--- config.mk ---
export PLATFORM = sky130hd
export DESIGN_NAME = pipelined_subtractor
export DESIGN_NICKNAME = d
export VERILOG_FILES = /design/src/rtl/adder_pkg.sv /design/src/rtl/cla4.sv /design/src/rtl/sub_stage.sv /design/src/rtl/pipelined_subtractor.sv
export SDC_FILE = /design/constraint.sdc
export NUM_CORES = 1
export LEC_CHECK = 0
export CAP_MARGIN = 5
export CORE_MARGIN = 2
export CORE_UTILIZATION = 36
export CTS_CLUSTER_SIZE = 14
export DETAILED_ROUTE_END_ITERATION = 12
export MAX_ROUTING_LAYER = met4
export PLACE_DENSITY = 0.64
export SYNTH_ARGS = -nofsm -noshare
export SYNTH_HDL_FRONTEND = slang
export SYNTH_SLANG_ARGS = --single-unit
--- constraint.sdc ---
create_clock -name clk -period 2.05 [get_ports clk]
set_input_delay 0.5125 -clock clk [delete_from_list [all_inputs] [get_ports clk]]
set_output_delay 0.5125 -clock clk [all_outputs]
set_load 0.02 [all_outputs]
--- src/rtl/adder_pkg.sv ---
// adder_pkg: shared definitions for the pipelined carry-lookahead subtractor.
//
// Contents:
//   GROUP_W     width of one carry-lookahead group; one group per pipe stage
//   MAX_W       widest operand the stage record can carry
//   stages_for  number of pipeline stages (and latency) for a given width
//   stage_t     one pipeline stage record: valid, carry, operand MSBs,
//               accumulated result bits and the not-yet-added operand bits
package adder_pkg;

    localparam int GROUP_W = 4;
    localparam int MAX_W   = 64;

    function automatic int stages_for(input int width);
        return width / GROUP_W;
    endfunction

    // Fields are sized for MAX_W; an instance of WIDTH bits uses the low
    // WIDTH bits of sum and keeps the upper bits of a_rem/nb_rem at zero.
    // a_rem/nb_rem are shifted down one group per stage, so the group a
    // stage works on is always bits [GROUP_W-1:0].
    typedef struct packed {
        logic             valid;
        logic             carry;
        logic             a_msb;   // original A[WIDTH-1], kept for overflow
        logic             b_msb;   // original B[WIDTH-1], kept for overflow
        logic [MAX_W-1:0] sum;     // result bits assembled so far
        logic [MAX_W-1:0] a_rem;   // A bits not yet added
        logic [MAX_W-1:0] nb_rem;  // ~B bits not yet added
    } stage_t;

endpackage

--- src/rtl/cla4.sv ---
// cla4: combinational 4-bit carry-lookahead adder.
//
// Ports:
//   a_i, b_i  4-bit addends
//   c_i       carry in
//   s_o       4-bit sum
//   c_o       carry out
module cla4 (
    input  logic [3:0] a_i,
    input  logic [3:0] b_i,
    input  logic       c_i,
    output logic [3:0] s_o,
    output logic       c_o
);

    logic [3:0] g;
    logic [3:0] p;
    logic [4:0] c;

    always_comb begin
        g = a_i & b_i;
        p = a_i ^ b_i;
        c[0] = c_i;
        c[1] = g[0] | (p[0] & c_i);
        c[2] = g[1] | (p[1] & g[0]) | (p[1] & p[0] & c_i);
        c[3] = g[2] | (p[2] & g[1]) | (p[2] & p[1] & g[0])
             | (p[2] & p[1] & p[0] & c_i);
        c[4] = g[3] | (p[3] & g[2]) | (p[3] & p[2] & g[1])
             | (p[3] & p[2] & p[1] & g[0])
             | (p[3] & p[2] & p[1] & p[0] & c_i);
        s_o = p ^ c[3:0];
        c_o = c[4];
    end

endmodule

--- src/rtl/sub_stage.sv ---
// sub_stage: one pipeline stage of the subtractor. Adds the lowest group of
// the remaining operand bits with the incoming carry, places the 4 result
// bits at this stage's group position, and shifts the remaining operand
// bits down by one group for the next stage.
//
// Ports:
//   clk        clock, all state on rising edge
//   rst        synchronous active-high reset, clears the stage register
//   advance_i  pipeline advance; the register holds when low
//   prev_i     record from the previous stage (or the input for stage 0)
//   stage_o    registered record of this stage
module sub_stage
    import adder_pkg::*;
#(
    parameter int GROUP_IDX = 0
) (
    input  logic   clk,
    input  logic   rst,
    input  logic   advance_i,
    input  stage_t prev_i,
    output stage_t stage_o
);

    logic [GROUP_W-1:0] grp_sum;
    logic               grp_cout;
    stage_t             stage_d;
    stage_t             stage_q;

    cla4 u_cla4 (
        .a_i (prev_i.a_rem[GROUP_W-1:0]),
        .b_i (prev_i.nb_rem[GROUP_W-1:0]),
        .c_i (prev_i.carry),
        .s_o (grp_sum),
        .c_o (grp_cout)
    );

    // valid and the operand MSBs pass through unchanged; an invalid record
    // still flows so bubbles move at the same rate as data.
    always_comb begin
        stage_d        = prev_i;
        stage_d.carry  = grp_cout;
        stage_d.sum[GROUP_IDX*GROUP_W +: GROUP_W] = grp_sum;
        stage_d.a_rem  = prev_i.a_rem >> GROUP_W;
        stage_d.nb_rem = prev_i.nb_rem >> GROUP_W;
    end

    always_ff @(posedge clk) begin
        if (rst) begin
            stage_q <= '0;
        end else if (advance_i) begin
            stage_q <= stage_d;
        end
    end

    assign stage_o = stage_q;

endmodule

--- src/rtl/pipelined_subtractor.sv ---
// pipelined_subtractor: streaming WIDTH-bit subtractor, D = A + ~B + 1,
// built from one 4-bit carry-lookahead group per pipeline stage with the
// carry registered between stages. Latency is WIDTH/4 cycles and one result
// can be produced every cycle.
//
// Handshake: a transfer happens on a rising edge where valid && ready.
// in_ready = !out_valid || out_ready, independent of in_valid; when it is
// low every stage and the output register hold, and diffOUT/borrow/ovf stay
// stable while out_valid && !out_ready.
//
// Ports:
//   clk, rst             clock, synchronous active-high reset
//   in_valid, in_ready   input handshake
//   operA, operB         minuend, subtrahend (WIDTH bits)
//   out_valid, out_ready output handshake
//   diffOUT              A - B modulo 2^WIDTH
//   borrow               1 when A < B unsigned
//   ovf                  signed overflow of A - B
module pipelined_subtractor
    import adder_pkg::*;
#(
    parameter int WIDTH = 16
) (
    input  logic             clk,
    input  logic             rst,
    input  logic             in_valid,
    output logic             in_ready,
    input  logic [WIDTH-1:0] operA,
    input  logic [WIDTH-1:0] operB,
    output logic             out_valid,
    input  logic             out_ready,
    output logic [WIDTH-1:0] diffOUT,
    output logic             borrow,
    output logic             ovf
);

    localparam int STAGES = stages_for(WIDTH);

    if (((WIDTH % GROUP_W) != 0) || (WIDTH < GROUP_W) || (WIDTH > MAX_W)) begin : g_bad_width
        $error("pipelined_subtractor: WIDTH must be a multiple of 4 in [4, 64]");
    end

    logic             advance;
    stage_t           stage_in;
    stage_t           stage_out [STAGES];
    stage_t           last;

    logic             out_valid_d, out_valid_q;
    logic [WIDTH-1:0] diff_d, diff_q;
    logic             borrow_d, borrow_q;
    logic             ovf_d, ovf_q;
    logic             unused_tail;

    assign advance  = !out_valid_q || out_ready;
    assign in_ready = advance;

    // The +1 of two's-complement negation enters as stage 0's carry-in.
    always_comb begin
        stage_in        = '0;
        stage_in.valid  = in_valid;
        stage_in.carry  = 1'b1;
        stage_in.a_msb  = operA[WIDTH-1];
        stage_in.b_msb  = operB[WIDTH-1];
        stage_in.a_rem  = MAX_W'(operA);
        stage_in.nb_rem = MAX_W'(~operB);
    end

    for (genvar k = 0; k < STAGES; k++) begin : g_stage
        if (k == 0) begin : g_first
            sub_stage #(.GROUP_IDX(k)) u_stage (
                .clk       (clk),
                .rst       (rst),
                .advance_i (advance),
                .prev_i    (stage_in),
                .stage_o   (stage_out[k])
            );
        end else begin : g_next
            sub_stage #(.GROUP_IDX(k)) u_stage (
                .clk       (clk),
                .rst       (rst),
                .advance_i (advance),
                .prev_i    (stage_out[k-1]),
                .stage_o   (stage_out[k])
            );
        end
    end

    assign last = stage_out[STAGES-1];

    // Operand bits are fully consumed by the last stage and sum bits above
    // WIDTH are always zero.
    assign unused_tail = ^{last.a_rem, last.nb_rem, last.sum};

    // Result fields only load from a valid record, so a bubble leaves the
    // previous result visible (with out_valid low) instead of garbage.
    always_comb begin
        out_valid_d = out_valid_q;
        diff_d      = diff_q;
        borrow_d    = borrow_q;
        ovf_d       = ovf_q;
        if (advance) begin
            out_valid_d = last.valid;
            if (last.valid) begin
                diff_d   = last.sum[WIDTH-1:0];
                borrow_d = ~last.carry;
                ovf_d    = (last.a_msb != last.b_msb) &&
                           (last.sum[WIDTH-1] != last.a_msb);
            end
        end
    end

    always_ff @(posedge clk) begin
        if (rst) begin
            out_valid_q <= 1'b0;
            diff_q      <= '0;
            borrow_q    <= 1'b0;
            ovf_q       <= 1'b0;
        end else begin
            out_valid_q <= out_valid_d;
            diff_q      <= diff_d;
            borrow_q    <= borrow_d;
            ovf_q       <= ovf_d;
        end
    end

    assign out_valid = out_valid_q;
    assign diffOUT   = diff_q;
    assign borrow    = borrow_q;
    assign ovf       = ovf_q;

endmodule

Word level (Yosys, flattened, before mapping)

Cells that the tools add are included.

Register bits after elaboration: 123
Bits of input ports: 36
Output and inout bits: 20
Word-level logic and storage cells: 150

Eq/ne operators: 2
Bitwise gates (word level): 114
Reductions and logical operators: 4

Operators by type and width:

| cell                  | number |
|---|---|
| AND 1 bit             | 60 |
| bitwise OR 1 bit      | 40 |
| bitwise XOR 4 bit     | 8 |
| AND 4 bit             | 4 |
| inverter 16 bit       | 1 |
| inequality test 1 bit | 2 |
| AND reduction 2 bit   | 1 |
| logical AND 1 bit     | 1 |
| zero test 1 bit       | 1 |
| logical OR 1 bit      | 1 |
| inverter 1 bit        | 1 |

Logic depth before layout (Yosys ltp)

Gate-level depths: netlist (run 1).

Depth in word-level cells: 7
Gate-level depth with buffers: 7
Depth with buffers taken out: 5

Hierarchy

A second synthesis (run 1) with hierarchy kept.

Cell total of the unflattened synthesis: 2,625
Area total of the unflattened synthesis: 28,254.6 sq um

Modules (own cells, without submodules):

| module                                        | times used | cells an instance | area each (sq um) | seq. area each (sq um) |
|---|---|---|---|---|
| sub_stage                                     | 4          | 615               | 6,718.9           | 3,763.6 |
| pipelined_subtractor                          | 1          | 104               | 814.5             | 380.4 |
| cla4 at g_stage[0].g_first.u_stage.u_cla4 ... | 2          | 17                | 147.6             | 0.0 |
| cla4 at g_stage[3].g_next.u_stage.u_cla4      | 1          | 14                | 136.4             | 0.0 |
| cla4 at g_stage[2].g_next.u_stage.u_cla4      | 1          | 13                | 132.6             | 0.0 |

Worst setup path before layout (run 1)

No wires, ideal clock.

Path type: input -> register
Start: input operA[0]
End: register g_stage[0].g_first.u_stage.stage_q (netlist bit g_stage[0].g_first.u_stage.stage_o[131])
Library setup time: 62 ps
Arrival: 1,643 ps
Data required time: 1,988 ps
Path slack: 345 ps
Stages: 5
Path buffers: 0
Cell sequence: inv_1 > ha_1 > o211a_1 > or4_1 > nand3_1

Cells in the longest elaborated chain, start to end: 5
Elaborated cells between the ends (all ways): 7
Classes of those cells: bitwise (7)

Ends and longest elaborated chain:

| what                   | line                       | text |
|---|---|---|
| start: declaration     | pipelined_subtractor.sv:28 | `input logic [WIDTH-1:0] operA,` |
| AND 4 bit              | cla4.sv:21                 | `g = a_i & b_i;` |
| AND 1 bit              | cla4.sv:26                 | `c[3] = g[2] \| (p[2] & g[1]) \| (p[2] & p[1] & g[0])` |
| bitwise OR 1 bit       | cla4.sv:26                 |  |
| bitwise OR 1 bit (*)   | cla4.sv:27                 | `\| (p[2] & p[1] & p[0] & c_i);` |
| bitwise XOR 4 bit (*)  | cla4.sv:31                 | `s_o = p ^ c[3:0];` |
| end signal: assignment | sub_stage.sv:51            | `stage_q <= stage_d;` |
| end: declaration       | sub_stage.sv:27            | `stage_t stage_q;` |

Mark *: on every way between the ends. The rest lies on a longest branch, timed or not.
A chain may end at the register's enable or synchronous reset.

Worst setup path in the final report (run 1)

Start: input out_ready
End: output in_ready

Cells in the longest elaborated chain, start to end: 1

Ends and longest elaborated chain:

| what               | line                       | text |
|---|---|---|
| start: declaration | pipelined_subtractor.sv:31 | `input logic out_ready,` |
| logical OR 1 bit   | pipelined_subtractor.sv:54 | `assign advance = !out_valid_q \|\| out_ready;` |
| end: declaration   | pipelined_subtractor.sv:27 | `output logic in_ready,` |

Every way passes these cells.

==> flow_summary_export.csv, run 1 <==
group,metric,value,unit
die,die_y,121,µm
clocking,clk_pin_slew,50,ps
global_routing,grt_pass1_vias,3661,
logic_synthesis,synth-main-ff-cell,"dfxtp_1",
die,io_pins,56,
cells_and_area,nNetsFinal,682,
clocking,cts_tree,"yes",
timing,drv_slew,0,
cells_and_area,fin_cells,815,
logic_synthesis,syn_nets,637,
detailed_routing,drt_iter0_drc,269,
global_routing,grt_max_degree,122,
power_and_ir_drop,ir_worst_vdd,558,µV
global_routing,grt.total_usage,15.0,%
placement,dp.final_hpwl,6520,µm
critical_path,slowest_stage,"clkdlybuf4s50_1",
timing,setup_violations,0,
timing,hold_viol,0,
placement,place_inst,783,
clocking,clockRootBuffer,"clkbuf_16",
timing,tightest_slew,503,ps
global_routing,antenna_found_initial,0,
clocking,cts_sinks,120,
clocking,holdBufCountCts,0,
critical_path,crit_buf_inv,3,
cells_and_area,multi_input_area,0.00222,mm²
power_and_ir_drop,p_per_area,941,mW/mm²
logic_synthesis,synth_cell_types,39,
placement,gp_congestion,0.780,
global_routing,grt-ovfl-total,0,
cells_and_area,drive_gt1_share,9.08,%
detailed_routing,vias,3961,
detailed_routing,postRouteAntennaNets,0,
status,status,"complete, no violations",
timing,min_period,1980,ps
power_and_ir_drop,swShare,21.0,%
timing,fin_crit_sh,96.7,%
clocking,clock_latency,400,ps
placement,port_buffers,55,
die,die_w,121,µm
die,initial_core_util,36.9,%
detailed_routing,drcViolationCount,0,
logic_synthesis,ys_ff_latch,120,
flow_run,maxCapViolations,0,
logic_synthesis,yosys-top-cells-count,"nand2_1, dfxtp_1, a21oi_1",
critical_path,critPathTopFamily,"buffers and inverters",
global_routing,grt_pass1_wl,17000,µm
die,placement_rows,42,
clocking,numCtsBuffers,17,
timing,max_freq,505,MHz
power_and_ir_drop,clkPwrFrac,50.7,%
detailed_routing,routed_via_density,4.86,
logic_synthesis,yosysTopAreaCell,"dfxtp_1",
critical_path,crit_arrival,1470,ps
cells_and_area,num_antenna_cells,0,
critical_path,endpoint_kind,"primary output",
clocking,clockBufferDepth,2,
timing,max-slew-margin-rel,65.6,%
critical_path,path_cells,"clkdlybuf4s50_1, nor2b_4, inv_4, dlygate4sd2_1",
critical_path,worst_ep_required_time,1540,ps
logic_synthesis,ys_seq_area_share,48.9,%
logic_synthesis,yosys-top-cells-area,"dfxtp_1, nand2_1, a21oi_1",
die,coreArea,0.0133,mm²
logic_synthesis,async_reset_ff_share,0,%
critical_path,crit_path_max_fanout,2,
power_and_ir_drop,leakage,2.40,nW
cells_and_area,area_delta_synth_final,25.8,%
placement,placed_cell_area,0.00559,mm²
clocking,cts_setup_buffers,0,
logic_synthesis,synth-edff-count,0,
clocking,cts_htree_levels,4,
cells_and_area,stdcell_area,0.00618,mm²
logic_synthesis,yosysMostFrequentCell,"nand2_1",
detailed_routing,wirelength,10000,µm
critical_path,setup.worst_path.start_class,"input port",
timing,hold_slack,425,ps
power_and_ir_drop,power.switching,1.22,mW
cells_and_area,register_area,0.00240,mm²
power_and_ir_drop,p_comb_share,6.4,%
critical_path,critPathKind,"in2out",
logic_synthesis,synth_top_cell_area_share,48.9,%
cells_and_area,utilization,46.5,%
die,fp.dieArea,0.0146,mm²
power_and_ir_drop,p_int,4.59,mW
critical_path,critPathMaxStageDelay,450,ps
logic_synthesis,syn_area,0.00491,mm²
worst_hold_path,hp-class,"in2reg",
detailed_routing,drtPass1Iterations,4,
timing,fin_skew,4.06,ps
detailed_routing,wire_per_inst,12.3,µm
timing,rsz0062_at_grt,"no",
cells_and_area,n_fill_cell,1272,
timing,finalWorstSetupSlack,68.0,ps
logic_synthesis,post_synth.cell_area_avg,8.45,µm²
logic_synthesis,ys_warn_count,0,
placement,post-place-ws,-200,ps
power_and_ir_drop,seq_power_share,42.9,%
logic_synthesis,syn_inst,581,
## sequential cells by signal (all words and copies together), names as in the netlist
signal	cells
g_stage.g_first.u_stage.stage_o	31
borrow	1
out_valid	1
diffOUT	16
ovf	1
g_stage.g_next.u_stage.stage_o	70
## path summary, 6_finish.rpt
| check | from | to | slack (ps) | depth (start not counted) |
|---|---|---|---|---|
| max | out_ready | in_ready | 70 | 4 |
| min | rst | g_stage[1].g_next.u_stage.stage_o[70] | 420 | 2 |
| min reg2reg | g_stage[1].g_next.u_stage.stage_o[7] | g_stage[1].g_next.u_stage.stage_o[7] | 450 | 2 |
| max reg2reg | g_stage[0].g_first.u_stage.stage_o[0] | g_stage[1].g_next.u_stage.stage_o[194] | 340 | 4 |
## kinds of logic after synthesis
family | count (synthesis) | synth area share, %
DFF | 120 | 48.9
adders and majority gates | 20 | 5.55
AOI/OAI and AO/OA | 157 | 19.6
and+or+nand+nor | 221 | 19.3
buffers and inverters | 59 | 5.94
xor gates and xnor gates | 4 | 0.713
## worst reg2reg max path: cells and delay by family, from the launching register on
family	cells	cell delay (ps)
DFF	1	320
AOI/OAI and AO/OA	2	870
adders and majority gates	1	290
and+or+nand+nor	1	90
## stage by stage
step	total power, mW	setup TNS (ps)
finish	5.81	0
global route	6.05	0
CTS	5.87	0
detailed placement	2.91	-7440
global placement	2.90	-3310
floorplan	2.76	0
## cell usage in the layout, fill, tap and decap left out, drive strengths merged, types with 2 or more instances in the layout
cell	n
xnor2	4
nand4b	3
clkinv	5
o21ai	22
clkbuf	23
nand2b	5
nor3	7
a21o	4
or2	3
nand4	6
a2111oi	3
ha	17
nand2	146
inv	14
a32o	3
fa	3
a21oi	93
nor2	21
o21a	4
clkdlybuf4s50	53
or4	2
bufinv	3
a211o	3
o211ai	2
a211oi	18
a2111o	3
nand3	23
buf	17
dfxtp	120
## per-layer routing
layer	vias up	wire length, µm	track usage, %
met5	-	0	-
met1	1807	5060	19.5
met2	72	4540	21.4
li1	2080	-	-
met3	2	374	5.80
met4	0	59	4.65
## power groups by stage
stage               Clock (mW)  Combinational [mW]  Sequential, mW
CTS                       3.00               0.374            2.49
detailed placement           0               0.371            2.54
global route              3.12               0.419            2.51
finish                    2.94               0.371            2.50
floorplan                    0               0.236            2.53
global placement             0               0.359            2.54
## layout make-up
class,instances,area share [%]
multi-input combinational,402,35.9
clock inverter,9,1.99
clock buffer,23,7.58
tap,176,3.56
sequential,120,38.9
inverter,14,0.891
timing repair buffer,71,11.2
## timing repair
item                       in CTS  in global routing
setup endpoints to repair       1                  0
hold endpoints to repair        0                  0
resized for setup               1                  0
No activity file was read; power rests on OpenSTA's default activity.
==> inputs of run 2 (changes only) <==
CORE_MARGIN = 1   (was 2)
GPL_TIMING_DRIVEN = 0   (was default)
==> flow_summary_export.csv, run 2 (same netlist as run 1, synthesis figures left out) <==
group,metric,value,unit
critical_path,reg2reg_from,"g_stage[2].g_next.u_stage.stage_o[0]",
power_and_ir_drop,swShare,21.6,%
detailed_routing,vias,4242,
power_and_ir_drop,power.switching,1.25,mW
power_and_ir_drop,p_int,4.54,mW
cells_and_area,multi_input_area,0.00222,mm²
global_routing,grtUsageMet2,30.6,%
die,die_w,119,µm
cells_and_area,layout_common_cells,"nand2_1, dfxtp_1, a21oi_1, clkdlybuf4s50_1, nand3_1",
cells_and_area,largest_reg_flops,70,
timing,setup_violations,0,
power_and_ir_drop,power,5.79,mW
global_routing,grt_pass1_wl,20600,µm
power_and_ir_drop,p_comb_share,6.5,%
placement,place_inst,812,
power_and_ir_drop,ir_worst_vdd,564,µV
cells_and_area,nNetsFinal,712,
cells_and_area,fin_cells,844,
critical_path,ff2ff_path_depth,4,
die,initial_core_util,36.9,%
timing,max_freq,495,MHz
cells_and_area,area_delta_synth_final,27.8,%
detailed_routing,wirelength,12300,µm
global_routing,grt_busiest_layer,"met2",
placement,gp_congestion,0.852,
placement,dp.final_hpwl,8860,µm
die,die_y,119,µm
worst_hold_path,hp-class,"reg2reg",
timing,finalWorstSetupSlack,30.8,ps
die,coreArea,0.0133,mm²
global_routing,grt_max_degree,19,
timing,max-slew-margin-rel,57.0,%
placement,post-place-ws,-884,ps
clocking,clock_latency,410,ps
global_routing,grt_pass1_vias,4240,
power_and_ir_drop,clkPwrFrac,50.3,%
clocking,clockRootBuffer,"clkbuf_16",
global_routing,global_route.usage.met1,24.0,%
detailed_routing,drcViolationCount,0,
clocking,holdBufCountCts,0,
clocking,cts_tree,"yes",
placement,port_buffers,55,
die,io_pins,56,
clocking,numCtsBuffers,17,
timing,min_period,2020,ps
global_routing,grt.total_usage,19.6,%
critical_path,crit_path_max_fanout,9,
global_routing,grt-ovfl-total,0,
status,status,"complete, no violations",
cells_and_area,n_fill_cell,1292,
timing,fin_skew,5.80,ps
timing,hold_viol,0,
critical_path,worst_ep_required_time,1540,ps
clocking,clockBufferDepth,2,
critical_path,setup.worst_path.start_class,"input port",
power_and_ir_drop,p_per_area,923,mW/mm²
timing,tightest_slew,645,ps
timing,drv_slew,0,
worst_hold_path,min-delay-start,"g_stage[2].g_next.u_stage.stage_o[135]",
critical_path,critPathKind,"in2out",
critical_path,r2r_slack,310,ps
die,placement_rows,42,
cells_and_area,final_common_cell,"nand2_1",
clocking,cts_htree_levels,4,
cells_and_area,num_antenna_cells,0,
worst_hold_path,hold_end,"g_stage[2].g_next.u_stage.stage_o[135]",
cells_and_area,drive_gt1_share,10.8,%
clocking,clk_pin_slew,50,ps
detailed_routing,wire_per_inst,14.6,µm
global_routing,use_met3,4.58,%
timing,rsz0062_at_grt,"no",
critical_path,crit_arrival,1510,ps
worst_hold_path,whs_path_depth,2,
timing,fin_crit_sh,98.5,%
critical_path,reg2reg_to,"g_stage[3].g_next.u_stage.stage_o[194]",
die,fp.dieArea,0.0141,mm²
global_routing,antenna_found_initial,0,
detailed_routing,drtPass1Iterations,5,
detailed_routing,postRouteAntennaNets,0,
clocking,cts_sinks,120,
power_and_ir_drop,leakage,2.46,nW
critical_path,endpoint_kind,"primary output",
detailed_routing,drt_iter0_drc,251,
cells_and_area,register_area,0.00240,mm²
flow_run,maxCapViolations,0,
power_and_ir_drop,seq_power_share,43.1,%
detailed_routing,routed_via_density,5.03,
==> run 2: changes by cell type in the layout (fill, tap and decap cells not counted), moves of 2 or more <==
cell	delta
buf_2	+19
buf_4	-7
buf_6	+2
clkbuf_1	+14
==> run 2: layout make-up <==
type	instances	share of cell area, %
plain buffers	44	3.83
clock buffers	21	7.17
clock inverters	10	2.03
inverters	14	0.917
multi-input cells	402	35.3
flip-flops and latches	120	38.3
well taps	176	3.51
repair buffers	57	8.97
==> run 2: worst max-delay path by stage <==
stage                         start                                      end  slack, ps  depth (start not counted)
final                     out_ready                                 in_ready         30                          6
after global routing      out_ready                                 in_ready         10                          6
after CTS                 out_ready                                 in_ready         10                          6
after detailed placement  out_ready                                 in_ready       -880                          7
after global placement    out_ready                                 in_ready       -870                          7
after floorplan            operA[0]  g_stage[0].g_first.u_stage.stage_o[131]        340                          5
==> run 2: critical path: stages <==
cell,delay (ps)
clkdlybuf4s50_1,440
nor2b_4,120
buf_6,120
inv_6,50
buf_12,120
buf_4,150
==> run 2: through the flow <==
stage / setup TNS, ps / hold slack, ps / utilization, % / instance area, µm²
final: 0 / 452 / 47.2 / 6280
after global routing: 0 / 469 / 47.2 / 6280
after CTS: 0 / 451 / 47.2 / 6280
after detailed placement: -10280 / 445 / 42.7 / 5680
after global placement: -10940 / 441 / 42.7 / 5680
after floorplan: 0 / 432 / - / 4910
==> run 2: routing by layer <==
metal	up-vias	wire length (µm)
met2	132	5620
li1	2150	-
met1	1939	5750
met4	0	238
met3	21	718
met5	-	0
==> run 2: repair_timing <==
item | in CTS | in global routing
resized for setup | 8 | 1
pin swaps | 0 | 0
endpoints found under the setup margin | 1 | 1
buffers inserted | 2 | 0
==> run 2: power by group through the flow <==
stage	Clock (mW)	Combinational, mW	Sequential [mW]
2_1_floorplan	0	0.236	2.53
3_3_place_gp	0	0.367	2.54
3_5_place_dp	0	0.376	2.55
4_1_cts	2.96	0.381	2.50
5_1_grt	3.06	0.429	2.51
6_report	2.92	0.379	2.50
